[config.mk]
export PLATFORM = sky130hd
export DESIGN_NAME = sram_a_loader_flat
export DESIGN_NICKNAME = d
export VERILOG_FILES = /design/src/rtl/sram_a_loader_if.sv /design/src/rtl/sram_a_loader.sv /design/src/flat_wrapper.sv
export SDC_FILE = /design/constraint.sdc
export NUM_CORES = 1
export LEC_CHECK = 0
export CAP_MARGIN = 30
export CORE_ASPECT_RATIO = 1.1
export CORE_UTILIZATION = 55
export DETAILED_ROUTE_END_ITERATION = 7
export MAX_ROUTING_LAYER = met4
export PLACE_DENSITY_LB_ADDON = 0.2
export SYNTH_ARGS = -nofsm -noshare
export SYNTH_HDL_FRONTEND = slang
export SYNTH_SLANG_ARGS = --single-unit
export TNS_END_PERCENT = 10
[constraint.sdc]
create_clock -name clk -period 3.9 [get_ports clk]
set_clock_uncertainty 0.2 [all_clocks]
set_input_delay 1.17 -clock clk [delete_from_list [all_inputs] [get_ports clk]]
set_output_delay 1.17 -clock clk [all_outputs]
set_load 0.01 [all_outputs]
[src/rtl/sram_a_loader_if.sv]
// Pixel stream into the SRAM A loader.
// Valid/ready handshake with an end-of-frame marker.
interface sram_a_loader_if #(
  parameter int DATA_WIDTH = 8
);
  logic                  in_valid;
  logic [DATA_WIDTH-1:0] in_data;
  logic                  in_last;
  logic                  in_ready;

  modport master (
    output in_valid,
    output in_data,
    output in_last,
    input  in_ready
  );

  modport slave (
    input  in_valid,
    input  in_data,
    input  in_last,
    output in_ready
  );
endinterface

[src/rtl/sram_a_loader.sv]
// Writes one raster-order input frame into the nine SRAM A banks
// using the 2x2-block, 3x3-interleaved word layout.
module sram_a_loader #(
  parameter int IMG_W      = 32,
  parameter int IMG_H      = 32,
  parameter int DATA_WIDTH = 8,
  parameter int ADDR_WIDTH = 10
) (
  input  logic                    clk,
  input  logic                    srst,
  input  logic                    start,
  sram_a_loader_if.slave          pix,
  output logic                    sram_write_enable_a0,
  output logic                    sram_write_enable_a1,
  output logic                    sram_write_enable_a2,
  output logic                    sram_write_enable_a3,
  output logic                    sram_write_enable_a4,
  output logic                    sram_write_enable_a5,
  output logic                    sram_write_enable_a6,
  output logic                    sram_write_enable_a7,
  output logic                    sram_write_enable_a8,
  output logic [3:0]              sram_bytemask_a,
  output logic [ADDR_WIDTH-1:0]   sram_waddr_a,
  output logic [4*DATA_WIDTH-1:0] sram_wdata_a,
  output logic                    busy,
  output logic                    load_done,
  output logic                    frame_err
);

  localparam int WPR = (IMG_W / 2 + 2) / 3;
  localparam int CW  = (IMG_W > 2) ? $clog2(IMG_W) : 1;
  localparam int RW  = (IMG_H > 2) ? $clog2(IMG_H) : 1;

  typedef enum logic [1:0] {
    IDLE,
    LOAD,
    FLUSH
  } state_t;

  state_t state, state_nxt;

  logic [CW-1:0]         col;
  logic [RW-1:0]         row;
  logic                  c_odd, r_odd;
  logic [1:0]            bc_mod, br_mod;
  logic [ADDR_WIDTH-1:0] bc_div, row_base;

  logic       hs, col_end, row_end, last_px, clr;
  logic [3:0] bank;
  logic [1:0] lane;
  logic [8:0] we_n;

  assign pix.in_ready = (state == LOAD);
  assign hs      = pix.in_valid & pix.in_ready;
  assign col_end = (col == CW'(IMG_W - 1));
  assign row_end = (row == RW'(IMG_H - 1));
  assign last_px = col_end & row_end;
  assign clr     = (state == IDLE) & start;
  assign busy    = (state != IDLE);

  assign bank = ({2'b00, br_mod} * 4'd3) + {2'b00, bc_mod};
  assign lane = {r_odd, c_odd};

  always_ff @(posedge clk) begin
    if (srst) state <= IDLE;
    else      state <= state_nxt;
  end

  always_comb begin
    state_nxt = state;
    unique case (state)
      IDLE:    if (start) state_nxt = LOAD;
      LOAD:    if (hs && last_px) state_nxt = FLUSH;
      FLUSH:   state_nxt = IDLE;
      default: state_nxt = IDLE;
    endcase
  end

  // Block-row base advances by WPR every third block row.
  always_ff @(posedge clk) begin
    if (srst || clr) begin
      col      <= '0;
      row      <= '0;
      c_odd    <= 1'b0;
      r_odd    <= 1'b0;
      bc_mod   <= '0;
      br_mod   <= '0;
      bc_div   <= '0;
      row_base <= '0;
    end else if (hs) begin
      if (col_end) begin
        col    <= '0;
        c_odd  <= 1'b0;
        bc_mod <= '0;
        bc_div <= '0;
        row    <= row_end ? '0 : row + 1'b1;
        r_odd  <= ~r_odd;
        if (r_odd) begin
          if (br_mod == 2'd2) begin
            br_mod   <= '0;
            row_base <= row_base + ADDR_WIDTH'(WPR);
          end else begin
            br_mod <= br_mod + 1'b1;
          end
        end
      end else begin
        col   <= col + 1'b1;
        c_odd <= ~c_odd;
        if (c_odd) begin
          if (bc_mod == 2'd2) begin
            bc_mod <= '0;
            bc_div <= bc_div + 1'b1;
          end else begin
            bc_mod <= bc_mod + 1'b1;
          end
        end
      end
    end
  end

  always_ff @(posedge clk) begin
    if (srst) begin
      we_n            <= '1;
      sram_bytemask_a <= 4'hF;
      sram_waddr_a    <= '0;
      sram_wdata_a    <= '0;
      load_done       <= 1'b0;
      frame_err       <= 1'b0;
    end else begin
      load_done <= (state == FLUSH);
      if (hs) begin
        we_n            <= ~(9'd1 << bank);
        sram_bytemask_a <= ~(4'd1 << lane);
        sram_waddr_a    <= row_base + bc_div;
        sram_wdata_a    <= {4{pix.in_data}};
      end else begin
        we_n            <= '1;
        sram_bytemask_a <= 4'hF;
      end
      if (clr)
        frame_err <= 1'b0;
      else if (hs && (pix.in_last != last_px))
        frame_err <= 1'b1;
    end
  end

  assign sram_write_enable_a0 = we_n[0];
  assign sram_write_enable_a1 = we_n[1];
  assign sram_write_enable_a2 = we_n[2];
  assign sram_write_enable_a3 = we_n[3];
  assign sram_write_enable_a4 = we_n[4];
  assign sram_write_enable_a5 = we_n[5];
  assign sram_write_enable_a6 = we_n[6];
  assign sram_write_enable_a7 = we_n[7];
  assign sram_write_enable_a8 = we_n[8];

endmodule

[src/flat_wrapper.sv]
// flat-port wrapper written by rule: the top's interface ports become plain ports
module sram_a_loader_flat 
#(
  parameter int IMG_W      = 32,
  parameter int IMG_H      = 32,
  parameter int DATA_WIDTH = 8,
  parameter int ADDR_WIDTH = 10
)
  (clk, srst, start, sram_write_enable_a0, sram_write_enable_a1, sram_write_enable_a2, sram_write_enable_a3, sram_write_enable_a4, sram_write_enable_a5, sram_write_enable_a6, sram_write_enable_a7, sram_write_enable_a8, sram_bytemask_a, sram_waddr_a, sram_wdata_a, busy, load_done, frame_err, pix_in_valid, pix_in_data, pix_in_last, pix_in_ready);
  sram_a_loader_if #(.DATA_WIDTH(DATA_WIDTH)) pix_i ();
  input  logic clk;
  input  logic srst;
  input  logic start;
  output logic sram_write_enable_a0;
  output logic sram_write_enable_a1;
  output logic sram_write_enable_a2;
  output logic sram_write_enable_a3;
  output logic sram_write_enable_a4;
  output logic sram_write_enable_a5;
  output logic sram_write_enable_a6;
  output logic sram_write_enable_a7;
  output logic sram_write_enable_a8;
  output logic [3:0] sram_bytemask_a;
  output logic [ADDR_WIDTH-1:0] sram_waddr_a;
  output logic [4*DATA_WIDTH-1:0] sram_wdata_a;
  output logic busy;
  output logic load_done;
  output logic frame_err;
  input wire logic [$bits(pix_i.in_valid)-1:0] pix_in_valid;
  input wire logic [$bits(pix_i.in_data)-1:0] pix_in_data;
  input wire logic [$bits(pix_i.in_last)-1:0] pix_in_last;
  output wire logic [$bits(pix_i.in_ready)-1:0] pix_in_ready;
  assign pix_i.in_valid = pix_in_valid;
  assign pix_i.in_data = pix_in_data;
  assign pix_i.in_last = pix_in_last;
  assign pix_in_ready = pix_i.in_ready;
  sram_a_loader #(.IMG_W(IMG_W), .IMG_H(IMG_H), .DATA_WIDTH(DATA_WIDTH), .ADDR_WIDTH(ADDR_WIDTH)) u_core (.clk(clk), .srst(srst), .start(start), .pix(pix_i), .sram_write_enable_a0(sram_write_enable_a0), .sram_write_enable_a1(sram_write_enable_a1), .sram_write_enable_a2(sram_write_enable_a2), .sram_write_enable_a3(sram_write_enable_a3), .sram_write_enable_a4(sram_write_enable_a4), .sram_write_enable_a5(sram_write_enable_a5), .sram_write_enable_a6(sram_write_enable_a6), .sram_write_enable_a7(sram_write_enable_a7), .sram_write_enable_a8(sram_write_enable_a8), .sram_bytemask_a(sram_bytemask_a), .sram_waddr_a(sram_waddr_a), .sram_wdata_a(sram_wdata_a), .busy(busy), .load_done(load_done), .frame_err(frame_err));
endmodule
==> results of run 1 <==
[kinds of logic after synthesis]
logic type / share of synthesized area
flip-flops: 0.404
multiplexers: 0.00325
AND/OR/NAND/NOR: 0.250
buffers and inverters: 0.0891
XOR/XNOR: 0.0353
AO/OA/AOI/OAI: 0.127
adder cells (fa/ha/maj): 0.0916
[power groups by stage]
stage / Combinational [mW] / Clock (mW) / Sequential (mW)
3_3_place_gp: 0.0991 / 0 / 0.747
2_1_floorplan: 0.0570 / 0 / 0.746
6_report: 0.100 / 0.666 / 0.731
4_1_cts: 0.101 / 0.678 / 0.731
3_5_place_dp: 0.101 / 0 / 0.747
5_1_grt: 0.108 / 0.711 / 0.732
[placed cells by master, fill, tap and decap left out, drive strengths merged, types with 3 or more instances in the layout]
cell type      netlist  layout
nor4b                4       4
nand3               22      22
ha                  19      19
nor2b                3       3
a211oi               4       4
and3                 9       9
nand3b               4       4
clkdlybuf4s50        0      71
fa                   4       4
nor3                 8       8
buf                 29       4
inv                  9      10
xnor2               12      12
nand2b               3       3
o31ai                5       5
or4                  8       8
nor4                 4       4
a31oi                3       3
dfxtp               70      70
a21oi               42      42
o21ai               13      13
nor2                27      27
nand2               55      55
nand4                5       5
nand4b               3       3
clkbuf              15      10
[flip-flops by register name (all words and copies together), names as in the netlist]
signal                  cells
u_core.sram_bytemask_a      4
u_core.r_odd                1
u_core.bc_mod               2
u_core.frame_err            1
u_core.c_odd                1
u_core.bc_div              10
u_core.col                  5
u_core.we_n                 9
u_core.load_done            1
u_core.state                2
u_core.row                  5
u_core.br_mod               2
u_core.sram_wdata_a         8
u_core.sram_waddr_a        10
u_core.row_base             9
[cell type report]
type                       instances  area [µm²]
timing repair buffer              75         741
clock buffer                      10         138
clock inverter                     6        93.8
inverter                           9        33.8
fill                             472        1650
sequential                        70        1400
multi-input combinational        279        1760
tap                               77        96.3
[worst max-delay path: stages, from the launching register on]
cell and delay, ns:
dfxtp_1 0.57, nor2b_1 0.20, clkdlybuf4s50_1 0.55
[how the worst min path moves through the flow]
| stage | endpoint | slack [ns] | depth (start not counted) |
|---|---|---|---|
| floorplan | u_core.col[4] | 0.24 | 2 |
| global placement | u_core.sram_waddr_a[4] | 0.24 | 2 |
| detailed placement | u_core.sram_waddr_a[4] | 0.24 | 2 |
| CTS | u_core.sram_waddr_a[4] | 0.25 | 2 |
| global route | u_core.sram_waddr_a[4] | 0.28 | 2 |
| finish | u_core.sram_waddr_a[4] | 0.25 | 2 |
[routing by layer]
metal	share of wire	global-route usage	vias up
met5	0	-	-
met4	0.025	0.129	0
met3	0.060	0.0581	19
met2	0.46	0.384	92
met1	0.46	0.278	1392
li1	-	-	1470
==> summary.txt, run 1 <==
Run status
  • Status: finished, final reports clean

CTS
  • TritonCTS Buffers: 9
  • Post-CTS Resized: 0
  • Worst-path clk slew: ~0.07 ns
  • Post-CTS setup buffers: 0
  • Worst skew pair latency: approximately 0.36 ns
  • CTS HTree Levels: 3
  • CTS tree: built
  • CTS Sinks: 70
  • Hold Buf Count CTS: 0
  • Clock buffer depth: 2
  • Clock tree root buffer cell: clkbuf_8

Power and ir drop
  • Combinational share of power: 0.067
  • Reg power frac: 0.488
  • Clock power share: 0.445
  • Leakage: about 1.5 nW
  • Pint: around 1.2 mW
  • PwrDens: roughly 350 mW/mm²
  • Switching Share: 0.229
  • Power Total: 1.50 mW
  • Psw: between 0.3 and 0.4 mW
  • Max rail drop VDD: about 0.00025 V

Placed design
  • Dpl cells: a little over 500
  • RD Place Congestion: just over 0.9
  • IO Port Bufs: 71
  • Hpwl dp: roughly 5.2 mm
  • Placed Area: around 0.004 mm²
  • Worst slack, placed: 0.584 ns

Cells and area
  • Core Util, Final: 0.721
  • Cell area after layout: roughly 0.0043 mm²
  • Finished Layout Cells: approximately 530
  • Syn-to-layout area delta: 22.9%
  • Ratio of cells with drive above 1 in the final layout: 0.0624
  • Diodes inserted: 0
  • Fin nets: 480

Drt
  • Post-route ant nets: 0
  • Wire per inst: around 14 µm
  • Vias per cell: between 5 and 6
  • Starting DRT DRC Count: 157
  • Detailed Routing Iterations Pass 1: 4
  • Final WL: 7.27 mm
  • Vias: a little under 3000
  • DRC Markers: 0

Synthesis
  • Predominant post-synthesis flop cell: dfxtp_1
  • Synth Instances: 402
  • Number of flops mapped to enable cells by yosys: 0
  • Top-count cell post-synth: dfxtp_1
  • Post-synthesis sequential area ratio: 0.404
  • Synth area leader: dfxtp_1
  • Ranking of synthesized cells by area: dfxtp_1, ha_1, a21oi_1, nand2_1, buf_4
  • Synthesized area: between 0.003 and 0.004 mm²
  • #FFs+latches synth: 70
  • Commonest cells post-synth: dfxtp_1, nand2_1, a21oi_1, nor2_1, buf_4
  • Netlist cell types: 49
  • Synth top area share: 0.404
  • Mean Syn Cell Area: roughly 8.6 µm²
  • YS warnings: 0
  • Syn nets: 438
  • Post-synth ARST share: 0

Global routing
  • Vias in the first global route: ~2700
  • Initial antenna violation count: 0
  • First-pass GRT wire length: 12.0 mm
  • Largest net degree at the start of global routing: 28
  • GRT overflow: 0
  • Gr usage total: 0.240

STA
  • Hold WS: ~0.25 ns
  • Worst Tran Pin Value: about 0.72 ns
  • Hold Vio Cnt, Final: 0
  • Setup Total Neg Slack: 0 ns
  • Final worst setup slack: 0.853 ns
  • Fin crit share: 0.781
  • Unrepaired setup endpoints after global routing: false
  • Fmax: around 330 MHz
  • Setup violations, final: 0
  • Slew HR: 0.515
  • Minimum clock period: roughly 3.0 ns
  • Fin. max-slew vios: 0

Critical path
  • Crit start category: flip-flop
  • Reg2reg path depth: 6
  • Critical-path maximum fanout: 11
  • Required time worst endpoint: roughly 2.5 ns
  • Worst setup endpoint: pix_in_ready
  • Worst r2r dst: u_core.we_n[7]
  • Crit end category: output port
  • Crit path kind: reg2out
  • R2R setup slack: 1.11 ns
  • Crit path from: u_core.state[0]
  • FF-to-FF Start: u_core.br_mod[1]
  • Crit path DAT: about 1.7 ns

Floorplanning
  • Die width: between 70 and 80 µm
  • Initial Util: 0.587
  • Core Area: between 0.005 and 0.006 mm²
  • Full die area: between 0.006 and 0.007 mm²
  • # rows: 29
  • I/O pin count: 72
  • Die Y: approximately 85 µm

Hold path
  • Hold Crit Class: reg2reg
  • Hold Path Origin: u_core.sram_waddr_a[4]

Flow run
  • Number of max-cap violations: 0
(Power assumes the default switching activity.)
==> run 2: changes to the inputs <==
- CORE_UTILIZATION: 55 -> 46
- clock period: 3.9 -> 2.5 ns (I/O delays scaled with it)
==> run 2 against run 1 <==
  * The flow now finishes with violations (design-rule violations)
  * Count of clock-buffer cells in the layout fell by 1
  * Sequential share of layout area down 1.5 points
  * Worst setup slack worse by 0.74 ns
==> summary.txt, run 2 (same netlist as run 1, synthesis figures left out) <==
Global routing
  • Gr usage total: 0.210
  • Initial antenna violation count: 0
  • Vias in the first global route: about 2800
  • GRT overflow: 0
  • First-pass GRT wire length: between 10 and 15 mm
  • Largest net degree at the start of global routing: 25

Power and ir drop
  • PwrDens: about 490 mW/mm²
  • Power Total: around 2.2 mW
  • Max rail drop VDD: ~0.00029 V
  • Leakage: 1.67 nW

Floorplanning
  • Die Y: roughly 93 µm
  • Full die area: slightly below 0.008 mm²
  • Initial Util: 0.484
  • Die width: about 85 µm
  • Core Area: a little over 0.007 mm²
  • # rows: 32
  • I/O pin count: ~70

Critical path
  • R2R setup slack: 0.13 ns
  • Crit path DAT: about 1.4 ns
  • Crit start category: flip-flop
  • Crit path from: u_core.state[0]
  • FF-to-FF Start: u_core.br_mod[0]
  • Required time worst endpoint: roughly 1.6 ns
  • Crit end category: output port
  • Critical-path maximum fanout: 3
  • Crit path kind: reg2out
  • Worst setup endpoint: busy
  • Reg2reg path depth: 6
  • Worst r2r dst: u_core.we_n[6]

Run status
  • Failing checks: design-rule violations
  • Status: complete, but fails checks

CTS
  • CTS HTree Levels: 3
  • CTS tree: built
  • CTS Sinks: 70
  • TritonCTS Buffers: 9
  • Clock tree root buffer cell: clkbuf_8
  • Hold Buf Count CTS: 0
  • Clock buffer depth: 2
  • Worst-path clk slew: around 0.080 ns
  • Worst skew pair latency: 0.34 ns

STA
  • Setup violations, final: 0
  • Slew HR: 0.766
  • Fmax: about 420 MHz
  • Setup Total Neg Slack: 0 ns
  • Unrepaired setup endpoints after global routing: false
  • Worst Tran Pin Value: 0.343 ns
  • Hold WS: ~0.25 ns
  • Fin. max-slew vios: 0
  • Minimum clock period: approximately 2.4 ns
  • Hold Vio Cnt, Final: 0
  • Fin crit share: 0.953

Placed design
  • IO Port Bufs: 71
  • Placed Area: ~0.0043 mm²
  • Hpwl dp: 5.56 mm
  • RD Place Congestion: 0.856

Hold path
  • Hold Crit Class: reg2reg
  • Hold Path Origin: u_core.sram_waddr_a[4]
  • Hold depth: 2

Drt
  • Detailed Routing Iterations Pass 1: 7
  • Vias: ~3000
  • DRC Markers: 14
  • Wire per inst: 13.3 µm
  • Vias per cell: between 5 and 6
  • Starting DRT DRC Count: between 150 and 200
  • Final WL: between 7 and 8 mm
  • Post-route ant nets: 0

Cells and area
  • Cell area after layout: between 0.004 and 0.005 mm²
  • Diodes inserted: 0
  • Top flop regs: u_core.bc_div x10, u_core.sram_waddr_a x10
  • Most frequent cells in the layout: clkdlybuf4s50_1, dfxtp_1, nand2_1, a21oi_1
  • Syn-to-layout area delta: 28.6%
  • Filler cells: just over 600
  • Ratio of cells with drive above 1 in the final layout: 0.116
  • Fin nets: slightly above 500

Flow run
  • Number of max-cap violations: 0
## run 2: worst min-delay path by stage
stage | to | slack [ns]
2_1_floorplan | u_core.col[4] | 0.24
3_3_place_gp | u_core.sram_waddr_a[5] | 0.24
3_5_place_dp | u_core.sram_waddr_a[5] | 0.25
4_1_cts | u_core.sram_waddr_a[5] | 0.26
5_1_grt | u_core.row[4] | 0.28
6_report | u_core.sram_waddr_a[4] | 0.25
## run 2: critical path, stage by stage (launching register included)
cell,delay (ns)
dfxtp_1,0.32
or2_2,0.29
clkdlybuf4s50_1,0.48
## run 2: repair_timing
item | 4_1_cts | 5_1_grt
resized for setup | 0 | 3
endpoints found under the setup margin | 0 | 9
buffers inserted | 0 | 0
## run 2: cell type report
cell class	instances	area (µm²)	area share
clock buffer	9	124	0.0278
clock inverter	7	62.6	0.0140
inverter	9	33.8	0.00757
multi-input combinational	279	1780	0.398
sequential	70	1400	0.314
tap	85	106	0.0238
timing repair buffer	100	956	0.214
## run 2: through the flow
step | cells | setup WS (ns) | util
finish | 559 | 0.118 | 0.622
floorplan | 402 | 0.119 | -
global placement | 543 | -0.269 | 0.594
detailed placement | 543 | -0.282 | 0.594
global route | 559 | 0.0290 | 0.622
CTS | 559 | 0.0162 | 0.620
## run 2: power breakdown
| part | internal (mW) | switching (mW) | total (mW) |
|---|---|---|---|
| Clock | 0.382 | 0.475 | 0.858 |
| Sequential | 1.13 | 0.0105 | 1.14 |
| Combinational | 0.0955 | 0.0838 | 0.179 |
## run 2: routing by layer
| metal | up-vias | track usage | wire length [µm] |
|---|---|---|---|
| li1 | 1530 | - | - |
| met1 | 1367 | 0.248 | 3420 |
| met2 | 92 | 0.358 | 3540 |
| met3 | 2 | 0.0388 | 449 |
| met4 | 0 | 0.0805 | 36 |
| met5 | - | - | 0 |
==> run 3: changes to the inputs <==
- ABC_AREA: default -> 0
==> results of run 3 <==
No change in the layout: final DEF, timing and power equal those of run 2.
